## src/rtl/arbpuf_eval_ctrl.sv

```systemverilog
// Evaluation sequencer for one arbiter-PUF delay chain: holds the challenge, repeats
// clear/launch/settle/sample N_EVAL times and returns a majority vote plus ones count.
module arbpuf_eval_ctrl #(
  parameter int unsigned N_STAGES    = 64,
  parameter int unsigned N_EVAL      = 15,
  parameter int unsigned SETTLE_CYC  = 8,
  parameter int unsigned SYNC_STAGES = 2,
  parameter int unsigned CW          = $clog2(N_EVAL + 1)
) (
  input  logic                clk,
  input  logic                rst_n,
  input  logic [N_STAGES-1:0] chal_in,
  input  logic                chal_valid,
  output logic                chal_ready,
  output logic [N_STAGES-1:0] chain_chal,
  output logic                launch,
  output logic                arb_clr,
  input  logic                arb_in,
  output logic                resp,
  output logic [CW-1:0]       resp_conf,
  output logic                resp_valid,
  input  logic                resp_ready,
  output logic                busy
);

  localparam int unsigned WaitCyc = SETTLE_CYC + SYNC_STAGES;
  localparam int unsigned TW      = $clog2(WaitCyc + 1);

  localparam logic [2:0] StIdle   = 3'd0;
  localparam logic [2:0] StClear  = 3'd1;
  localparam logic [2:0] StLaunch = 3'd2;
  localparam logic [2:0] StSettle = 3'd3;
  localparam logic [2:0] StSample = 3'd4;
  localparam logic [2:0] StDone   = 3'd5;

  if (N_EVAL < 1 || (N_EVAL % 2) != 1) begin : g_bad_n_eval
    $error("N_EVAL must be odd and >= 1");
  end
  if (SETTLE_CYC < 1) begin : g_bad_settle
    $error("SETTLE_CYC must be >= 1");
  end
  if (SYNC_STAGES < 2) begin : g_bad_sync
    $error("SYNC_STAGES must be >= 2");
  end

  logic [2:0]             state_q, state_d;
  logic [TW-1:0]          timer_q, timer_d;
  logic [CW-1:0]          eval_cnt_q, eval_cnt_d;
  logic [CW-1:0]          ones_q, ones_d;
  logic [SYNC_STAGES-1:0] sync_q;
  logic                   arb_sync;
  logic                   fire;

  assign arb_sync = sync_q[SYNC_STAGES-1];
  // Launch is held high from the end of StLaunch until the sample has been taken.
  assign fire     = (state_d == StSettle) || (state_d == StSample);

  always_comb begin
    state_d    = state_q;
    timer_d    = timer_q;
    eval_cnt_d = eval_cnt_q;
    ones_d     = ones_q;
    case (state_q)
      StIdle: begin
        if (chal_valid && chal_ready) begin
          state_d    = StClear;
          timer_d    = '0;
          eval_cnt_d = '0;
          ones_d     = '0;
        end
      end
      StClear: begin
        if (timer_q == TW'(SETTLE_CYC - 1)) begin
          state_d = StLaunch;
          timer_d = '0;
        end else begin
          timer_d = timer_q + 1'b1;
        end
      end
      StLaunch: state_d = StSettle;
      StSettle: begin
        if (timer_q == TW'(WaitCyc - 1)) begin
          state_d = StSample;
          timer_d = '0;
        end else begin
          timer_d = timer_q + 1'b1;
        end
      end
      StSample: begin
        ones_d     = ones_q + CW'(arb_sync);
        eval_cnt_d = eval_cnt_q + 1'b1;
        state_d    = (eval_cnt_d == CW'(N_EVAL)) ? StDone : StClear;
      end
      StDone: begin
        if (resp_valid && resp_ready) state_d = StIdle;
      end
      default: state_d = StIdle;
    endcase
  end

  always_ff @(posedge clk or negedge rst_n) begin
    if (!rst_n) begin
      state_q    <= StIdle;
      timer_q    <= '0;
      eval_cnt_q <= '0;
      ones_q     <= '0;
      sync_q     <= '0;
      chal_ready <= 1'b0;
      busy       <= 1'b0;
      chain_chal <= '0;
      launch     <= 1'b0;
      arb_clr    <= 1'b1;
      resp       <= 1'b0;
      resp_conf  <= '0;
      resp_valid <= 1'b0;
    end else begin
      state_q    <= state_d;
      timer_q    <= timer_d;
      eval_cnt_q <= eval_cnt_d;
      ones_q     <= ones_d;
      sync_q     <= {sync_q[SYNC_STAGES-2:0], arb_in};
      chal_ready <= (state_d == StIdle);
      busy       <= (state_d != StIdle);
      launch     <= fire;
      arb_clr    <= !fire;
      if (state_q == StIdle && state_d == StClear) chain_chal <= chal_in;
      // First cycle in StDone publishes the vote; it then holds until consumed.
      if (state_q == StDone && !resp_valid) begin
        resp_valid <= 1'b1;
        resp       <= (ones_q > CW'(N_EVAL / 2));
        resp_conf  <= ones_q;
      end else if (resp_valid && resp_ready) begin
        resp_valid <= 1'b0;
      end
    end
  end

endmodule

```

## config.mk

```make
export PLATFORM = sky130hd
export DESIGN_NAME = arbpuf_eval_ctrl
export DESIGN_NICKNAME = d
export VERILOG_FILES = /design/src/rtl/arbpuf_eval_ctrl.sv
export SDC_FILE = /design/constraint.sdc
export NUM_CORES = 1
export LEC_CHECK = 0
export BUFFER_PORTS_ARGS = -buffer_cell sky130_fd_sc_hd__buf_2
export CAP_MARGIN = 10
export CORE_MARGIN = 2
export CORE_UTILIZATION = 35
export CTS_BUF_LIST = sky130_fd_sc_hd__clkbuf_16
export CTS_CLUSTER_DIAMETER = 200
export DETAILED_ROUTE_END_ITERATION = 16
export PLACE_DENSITY = 0.71
export SLEW_MARGIN = 10
export SYNTH_ARGS = -nofsm -noshare
export SYNTH_HDL_FRONTEND = slang
export SYNTH_SLANG_ARGS = --single-unit
export TNS_END_PERCENT = 100
```

## constraint.sdc

```tcl
create_clock -name clk -period 3.5 [get_ports clk]
set_input_delay 0.35 -clock clk [delete_from_list [all_inputs] [get_ports clk]]
set_output_delay 0.35 -clock clk [all_outputs]
set_load 0.05 [all_outputs]
```

## Word level (Yosys, flattened, before mapping)

Index checks and enable logic that the tools add are counted.

| storage, ports and cells | value |
|---|---|
| bits in registers | 91 |
| latch bits | 0 |
| memory bits (writable) | 0 |
| ROM bits | 0 |
| input bits | 69 |
| output and inout bits | 74 |
| word-level logic and storage cells | 58 |
| memories kept | 0 |

| cells by class | value |
|---|---|
| $add $sub $neg | 3 |
| multipliers | 0 |
| div/mod/pow operators | 0 |
| $lt $le $gt $ge | 1 |
| equal/unequal tests | 12 |
| shift-type cells | 0 |
| mux-type cells | 14 |
| bitwise gates (word level) | 0 |
| reductions and logical operators | 15 |

Operator list:

| operator | number |
|---|---|
| $pmux W3 S6 | 1 |
| $pmux W4 S2 | 2 |
| $mux W3 | 5 |
| $mux W4 | 3 |
| $pmux W4 S3 | 1 |
| $eq A3 B2 Y1 const B | 3 |
| $eq A3 B3 Y1 const B | 3 |
| $add A4 B1 Y4 const B | 2 |
| $eq A4 B4 Y1 const B | 2 |
| $eq A3 B1 Y1 const B | 2 |
| $logic_not A3 Y1 | 2 |
| $reduce_bool A3 Y1 | 2 |
| $add A4 B1 Y4 | 1 |
| $eq A4 B3 Y1 const B | 1 |
| $gt A4 B3 Y1 const B | 1 |
| $logic_and A1 B1 Y1 | 4 |
| $reduce_and A2 Y1 | 2 |
| $reduce_bool A2 Y1 | 2 |
| $logic_not A1 Y1 | 2 |
| $mux W1 | 2 |
| $ne A2 B2 Y1 const B | 1 |
| $logic_or A1 B1 Y1 | 1 |

## Depth between registers and ports, before layout

Gate-level depths: netlist of run 1.

| logic depth | value |
|---|---|
| word-level depth | 7 |
| depth in mapped cells | 6 |
| gate-level depth less buffers | 6 |

## Worst setup path before layout of run 1

No wires, ideal clock.

| timing | value |
|---|---|
| path kind | flip-flop to flip-flop |
| from | register chal_ready |
| to | register chain_chal[55] |
| library setup time | 0.125 ns |
| arrival time | 1.576 ns |
| required time | 3.375 ns |
| setup slack | 1.799 ns |
| cell stages (with the launch flop) | 6 |
| path buffers | 2 |
| period minus slack after synthesis | 1.701 ns |
| cell sequence | dfrtp_1 > nand4bb_1 > nor2_2 > buf_6 > buf_8 > mux2_4 |

| between the ends | value |
|---|---|
| longest elaborated chain between the ends | 5 |

RTL lines:

| item | line | source |
|---|---|---|
| start: declaration | 14 | `output logic chal_ready,` |
| start signal: assignment | 122 | `chal_ready <= (state_d == StIdle);` |
| $logic_and A1 B1 Y1 | 65 | `if (chal_valid && chal_ready) begin` |
| $mux W3 | 65 |  |
| $pmux W3 S6 | 63 | `case (state_q)` |
| $eq A3 B1 Y1 | 126 | `if (state_q == StIdle && state_d == StClear) chain_chal <= chal_in;` |
| $logic_and A1 B1 Y1 | 126 |  |
| end signal: assignment | 126 |  |
| end: declaration | 15 | `output logic [N_STAGES-1:0] chain_chal,` |

Every way passes these cells.
A chain may end at the register's enable or synchronous reset.

## Worst setup path in the final report of run 1

| timing | value |
|---|---|
| from | register state_q[1] |
| to | register chain_chal[4] |

| between the ends | value |
|---|---|
| longest elaborated chain between the ends | 4 |
| elaborated cells on any way between the ends | 13 |
| those cells by class | 6 x eq/ne; 5 x mux; 2 x reduce/logical |

RTL lines:

| item | line | source |
|---|---|---|
| start: declaration | 46 | `logic [2:0] state_q, state_d;` |
| start signal: assignment | 103 | `state_q <= StIdle;` |
| start signal: assignment | 117 | `state_q <= state_d;` |
| $eq A3 B3 Y1 (tied with other cells) | 63 |  |
| $pmux W3 S6 | 63 |  |
| $eq A3 B1 Y1 | 126 |  |
| $logic_and A1 B1 Y1 * | 126 |  |

Mark *: on every way between the ends. The rest lies on a longest branch, timed or not.

==> results of run 1 <==
-- registers in the layout (all words and copies together), names as in the netlist --
register / flops
ones_q: 4
timer_q: 4
chain_chal: 64
resp_conf: 4
arb_clr: 1
resp: 1
sync_q: 2
launch: 1
busy: 1
state_q: 3
eval_cnt_q: 4
resp_valid: 1
chal_ready: 1
-- worst max path at each step --
stage	end	cells after the start	start
after floorplan	chain_chal[55]	5	chal_ready
after CTS	chain_chal[4]	4	state_q[1]
final	chain_chal[4]	4	state_q[1]
after global routing	chain_chal[4]	4	state_q[1]
after global placement	chain_chal[3]	4	state_q[1]
after detailed placement	chain_chal[17]	4	state_q[1]
-- through the flow --
step | hold slack [ps] | instances
floorplan | 54.4 | 240
global placement | 343 | 511
detailed placement | 340 | 511
CTS | 108 | 527
global route | 108 | 527
finish | 124 | 527
-- layout make-up --
class / count / area (um2)
tap: 136 / 170
clock buffer: 9 / 225
multi-input combinational: 137 / 1390
timing repair buffer: 144 / 741
sequential: 91 / 2280
fill: 941 / 5550
inverter: 3 / 11.3
clock inverter: 7 / 53.8
-- per-layer routing --
metal / vias to the layer above / GRT usage / routed length [um]
met5: - / 0 / 0
met4: 0 / 0.0659 / 111
met3: 10 / 0.0253 / 359
met2: 75 / 0.224 / 3870
met1: 1215 / 0.164 / 3160
li1: 1140 / - / -
-- critical path, cell delays in order (launching register included) --
cell and delay (ps):
sky130_fd_sc_hd__dfrtp_1 490, sky130_fd_sc_hd__nand4bb_1 320, sky130_fd_sc_hd__nor2_4 150, sky130_fd_sc_hd__buf_12 320
sky130_fd_sc_hd__mux2_2 390
-- layout by cell type, fill, tap and decap left out, types with 2 or more instances in the layout --
cell / count
sky130_fd_sc_hd__xor2_1: 3
sky130_fd_sc_hd__buf_4: 2
sky130_fd_sc_hd__clkbuf_16: 9
sky130_fd_sc_hd__dfrtp_1: 90
sky130_fd_sc_hd__o211ai_1: 2
sky130_fd_sc_hd__nor2_1: 5
sky130_fd_sc_hd__nand2b_1: 2
sky130_fd_sc_hd__inv_1: 7
sky130_fd_sc_hd__o21ai_0: 8
sky130_fd_sc_hd__or3_1: 3
sky130_fd_sc_hd__nand3b_1: 3
sky130_fd_sc_hd__nand2_1: 10
sky130_fd_sc_hd__a22o_1: 2
sky130_fd_sc_hd__ha_1: 6
sky130_fd_sc_hd__o21ai_1: 2
sky130_fd_sc_hd__buf_2: 141
sky130_fd_sc_hd__nand3_1: 6
sky130_fd_sc_hd__nand4b_1: 2
sky130_fd_sc_hd__mux2_2: 31
sky130_fd_sc_hd__mux2_4: 38
sky130_fd_sc_hd__a21o_1: 2
-- logic make-up after synthesis --
family | synth area share
adder cells (fa/ha/maj) | 0.0199
AO/OA/AOI/OAI | 0.0331
AND/OR/NAND/NOR | 0.0599
buffers and inverters | 0.0318
flip-flops | 0.603
XOR/XNOR | 0.00695
multiplexers | 0.246
==> impl_results.rst, run 1 <==
.. list-table::
   :header-rows: 1

   * - Metric
     - Value
   * - Total negative slack
     - 0 ps
   * - Peak clock frequency supported by timing
     - 522 MHz
   * - Num ports
     - 143
   * - Net count, final
     - 461
   * - First-pass GRT wire length
     - 12.1 mm
   * - 1st-pass router iterations
     - 4
   * - Number of DRC violations after detailed routing
     - 0
   * - Endpoint class of the critical path
     - flop
   * - Die Y
     - 108 um
   * - Post-CTS sizing
     - 0
   * - Average instance area after synthesis
     - 15.8 um2
   * - Vias post-DR
     - 2,440
   * - Arrival time of the worst setup path
     - 2130 ps
   * - Crit Path Max Fanout
     - 66
   * - Status
     - complete, no violations
   * - Number of buffers created by CTS
     - 9
   * - Final hold vios
     - 0
   * - Library cell with the largest summed area after synthesis
     - sky130_fd_sc_hd__dfrtp_1
   * - Sequential cell area fraction in the yosys report
     - 0.603
   * - Overall track demand over capacity in global routing
     - 0.133
   * - Worst-case setup margin in the final layout
     - 1580 ps
   * - Clock Pin Slew Worst Setup and Hold Paths
     - 60 ps
   * - Number of nets with antenna violations after routing
     - 0
   * - Netlist cell types
     - 36
   * - TritonCTS Sinks
     - 91
   * - Horizontal die dimension
     - 108 um
   * - Endpoint of the worst hold-timing path
     - sync_q[0]
   * - Most common cell in the netlist
     - sky130_fd_sc_hd__dfrtp_1
   * - Clk root buf
     - sky130_fd_sc_hd__clkbuf_16
   * - Share of post-route cells with drive strength above 1
     - 0.586
   * - Routed length per instance
     - 14.2 um
   * - Largest cells by area after synthesis
     - sky130_fd_sc_hd__dfrtp_1, sky130_fd_sc_hd__mux2_4, sky130_fd_sc_hd__mux2_2, sky130_fd_sc_hd__ha_1, sky130_fd_sc_hd__buf_12
   * - Remaining global-route overflow
     - 0
   * - End of the worst register-to-register path
     - chain_chal[4]
   * - Yosys warning count
     - 0
   * - Setup slack on the worst flop-to-flop path
     - 1580 ps
   * - Setup Skew
     - 5.04 ps
   * - Routed WL
     - 7.50 mm
   * - Layout Area Growth over Synthesis
     - 28.7%
   * - Number of buffers on the longest clock path
     - 2
   * - Buffer count from post-CTS setup fixing
     - 0
   * - Number of input and output port buffers inserted
     - 142
   * - Area of placed instances
     - 4590 um2
   * - Post-Synthesis Net Count
     - 315
   * - Gate count after technology mapping
     - 240
   * - Data required time of the worst path
     - 3710 ps
   * - Launching point of the worst reg2reg path
     - state_q[1]
   * - Gpl congestion
     - 0.711
   * - Number of flops mapped to enable cells by yosys
     - 0
   * - Setup repair after global routing missed its margin
     - false
   * - Worst hold path startpoint
     - arb_in
   * - Cell count of the worst reg-to-reg path
     - 4
   * - 1st-iter DRT viols
     - 107
   * - Post-layout utilization of the core
     - 0.467
   * - Number of stages on the worst hold path
     - 1
   * - Antenna fix cells
     - 0
   * - Top FF cell, synth
     - sky130_fd_sc_hd__dfrtp_1
   * - Post-synthesis sequential element count
     - 91
   * - Max-cap violations
     - 0
   * - Maximum number of pins on one net before global-route repair
     - 85
   * - Core footprint
     - 10,400 um2
   * - Vias/cell
     - 4.63
   * - Class of the tightest hold or removal check
     - in2reg
   * - Post-synthesis instance area
     - 3780 um2
   * - TritonCTS clock tree
     - done
   * - Number of antenna violations at the first check in global routing
     - 0
   * - Kind of start point of the critical path
     - flop
   * - Insertion delay of the later-clocked pin in the worst-skew pair
     - 330 ps
   * - Via count of the first global-routing pass
     - 2,500
   * - Final setup vio count
     - 0
   * - Maximum level of the CTS H-tree
     - 3
   * - Number of cell rows
     - 37
   * - Pre-CTS worst setup slack
     - 1610 ps
   * - Half-perimeter wire length after placement
     - 5.28 mm
   * - Slew Limit Headroom
     - 0.295
   * - Slew @ Worst Pin
     - 1060 ps
   * - Post-CTS Hold Fix Bufs
     - 0
   * - Final Max Slew Viols
     - 0
   * - Fraction of registers with async set/reset
     - 1.00
   * - Most used standard cells in the synthesized netlist
     - sky130_fd_sc_hd__dfrtp_1, sky130_fd_sc_hd__mux2_4, sky130_fd_sc_hd__mux2_2, sky130_fd_sc_hd__nand2_1, sky130_fd_sc_hd__o21ai_0
   * - Min Tclk post-route
     - 1920 ps
   * - Final clock period utilization by the worst path
     - 0.548
   * - Type of the worst setup path
     - reg2reg
   * - Die area
     - 11,700 um2
   * - Initial core utilization
     - 0.363
   * - Post-layout instance area
     - 4870 um2
   * - Fraction of post-synthesis cell area in the top cell type by area
     - 0.596
Power of run 1 is not shown: default switching activity piles up to over one toggle a cycle in this logic, so the estimate is an artifact.
==> run 2, diff against run 1 <==
- PLACE_DENSITY: 0.71 -> 0.74
- clock period: 3.5 -> 1.7 ns (I/O delays scaled with it)
==> run 2 against run 1 <==
- clock skew barely moved
- count of clock-buffer cells in the layout did not move
- sequential cell count did not move
- via count rose by 0.16%
- critical path depth did not move
- critical path type unchanged
==> impl_results.rst, run 2 (synthesized netlist as in run 1, its figures left out) <==
.. list-table::
   :header-rows: 1

   * - Metric
     - Value
   * - Status
     - complete, no violations
   * - Launch point of the worst path
     - state_q[1]
   * - Core footprint
     - 10,400 um2
   * - Peak clock frequency supported by timing
     - 626 MHz
   * - Worst-case setup margin in the final layout
     - 102 ps
   * - TritonCTS clock tree
     - done
   * - Arrival time of the worst setup path
     - 1810 ps
   * - Setup repair after global routing missed its margin
     - true
   * - Antenna fix cells
     - 0
   * - Num ports
     - 143
   * - Commonest non-fill, non-tap cells in the layout
     - sky130_fd_sc_hd__buf_2, sky130_fd_sc_hd__dfrtp_1, sky130_fd_sc_hd__mux2_4
   * - Maximum number of pins on one net before global-route repair
     - 44
   * - First-pass GRT wire length
     - 12.3 mm
   * - Slew @ Worst Pin
     - 523 ps
   * - Launching point of the worst reg2reg path
     - state_q[1]
   * - Number of DRC violations after detailed routing
     - 0
   * - Post-Route Hold Slack
     - 30.3 ps
   * - Routed length per instance
     - 14.6 um
   * - Final clock period utilization by the worst path
     - 0.940
   * - Number of buffers on the longest clock path
     - 2
   * - Number of nets with antenna violations after routing
     - 0
   * - Pre-CTS worst setup slack
     - 84.9 ps
   * - Share of post-route cells with drive strength above 1
     - 0.599
   * - Type of the worst setup path
     - reg2reg
   * - Number of input and output port buffers inserted
     - 142
   * - Die area
     - 11,700 um2
   * - Final hold vios
     - 0
   * - Clock Pin Slew Worst Setup and Hold Paths
     - 60 ps
   * - Max FFs per register
     - 64
   * - Final setup vio count
     - 0
   * - Data required time of the worst path
     - 1910 ps
   * - Kind of start point of the critical path
     - flop
   * - Most common library cell in the layout ignoring fill and taps
     - sky130_fd_sc_hd__buf_2
   * - 1st-iter DRT viols
     - 123
   * - Number of cell rows
     - 37
   * - Biggest register
     - chain_chal
   * - Slew Limit Headroom
     - 0.651
   * - Met1 usage in global routing
     - 0.175
   * - Number of antenna violations at the first check in global routing
     - 0
   * - Net count, final
     - 471
   * - Die Y
     - 108 um
   * - Vias/cell
     - 4.55
   * - Buffer count from post-CTS setup fixing
     - 0
   * - Layout Area Growth over Synthesis
     - 33.5%
   * - Half-perimeter wire length after placement
     - 5.85 mm
   * - Max-cap violations
     - 0
   * - TritonCTS Sinks
     - 91
   * - Highest-utilization routing layer at the global route stage
     - met2
   * - Setup Skew
     - 4.73 ps
   * - Remaining global-route overflow
     - 0
   * - Insertion delay of the later-clocked pin in the worst-skew pair
     - 330 ps
   * - Overall track demand over capacity in global routing
     - 0.136
   * - Met3 demand-to-capacity share in global routing
     - 0.0410
   * - Via count of the first global-routing pass
     - 2,482
   * - Initial core utilization
     - 0.363
   * - Horizontal die dimension
     - 108 um
   * - Clk root buf
     - sky130_fd_sc_hd__clkbuf_16
   * - Gpl congestion
     - 0.789
   * - 1st-pass router iterations
     - 4
   * - Number of buffers created by CTS
     - 9
   * - Class of the tightest hold or removal check
     - in2reg
   * - Endpoint class of the critical path
     - flop
   * - Min Tclk post-route
     - 1600 ps
   * - Total negative slack
     - 0 ps
   * - Crit Path Max Fanout
     - 23
   * - Final Max Slew Viols
     - 0
   * - Maximum level of the CTS H-tree
     - 3
   * - Worst hold path startpoint
     - resp_ready
   * - GRT met2 Usage
     - 0.223
   * - Routed WL
     - 7.85 mm
   * - Vias post-DR
     - 2,444
==> run 2: cell count changes in the layout (fill, tap and decap cells not counted), moves of 2 or more <==
cell                            change
sky130_fd_sc_hd__bufinv_16          +2
sky130_fd_sc_hd__buf_4              +5
sky130_fd_sc_hd__dlygate4sd3_1      +2
sky130_fd_sc_hd__buf_12             +2
==> run 2: area by class of cell <==
| type | instances | area (um2) |
|---|---|---|
| Clock buffer | 9 | 225 |
| Multi-Input combinational cell | 137 | 1390 |
| Timing Repair Buffer | 154 | 863 |
| Tap cell | 136 | 170 |
| Inverter | 3 | 11.3 |
| Fill cell | 924 | 5370 |
| Sequential cell | 91 | 2280 |
| Clock inverter | 7 | 110 |
==> run 2: routing by layer <==
metal  routed length, um  share of wire  up-vias
met5                   0              0        -
met2                3920           0.50       88
met3                 562          0.072       10
li1                    -              -     1166
met4                  89          0.011        0
met1                3270           0.42     1180
==> run 2: path summary, 6_finish.rpt <==
kind                       slack [ps]              to  cells after the start
min                                30      resp_valid                      2
min reg2reg                       360       sync_q[1]                      0
max reg2reg                       100  chain_chal[19]                      4
max                               100  chain_chal[19]                      4
min in group asynchronous         370  chain_chal[45]                      2
max in group asynchronous         710  chain_chal[24]                      3
==> run 2: worst max-delay path, stage by stage (launching register included) <==
cell and delay (ps):
sky130_fd_sc_hd__dfrtp_1 370, sky130_fd_sc_hd__nand4bb_1 260, sky130_fd_sc_hd__nor2_4 250, sky130_fd_sc_hd__buf_12 220, sky130_fd_sc_hd__mux2_2 360
==> run 2: what timing repair did <==
action / in CTS / in global routing
hold buffers: 2 / 0
endpoints found under the setup margin: 0 / 4
hold endpoints to repair: 39 / 0
gates resized for setup: 0 / 0
==> run 2: per-stage QoR <==
step / cell area [um2] / std cells / util
6_report: 5050 / 537 / 0.485
5_1_grt: 5050 / 537 / 0.485
4_1_cts: 5020 / 536 / 0.482
3_5_place_dp: 4670 / 518 / 0.448
3_3_place_gp: 4670 / 518 / 0.448
2_1_floorplan: 3780 / 240 / -
Power of run 2 is left out for the same reason.
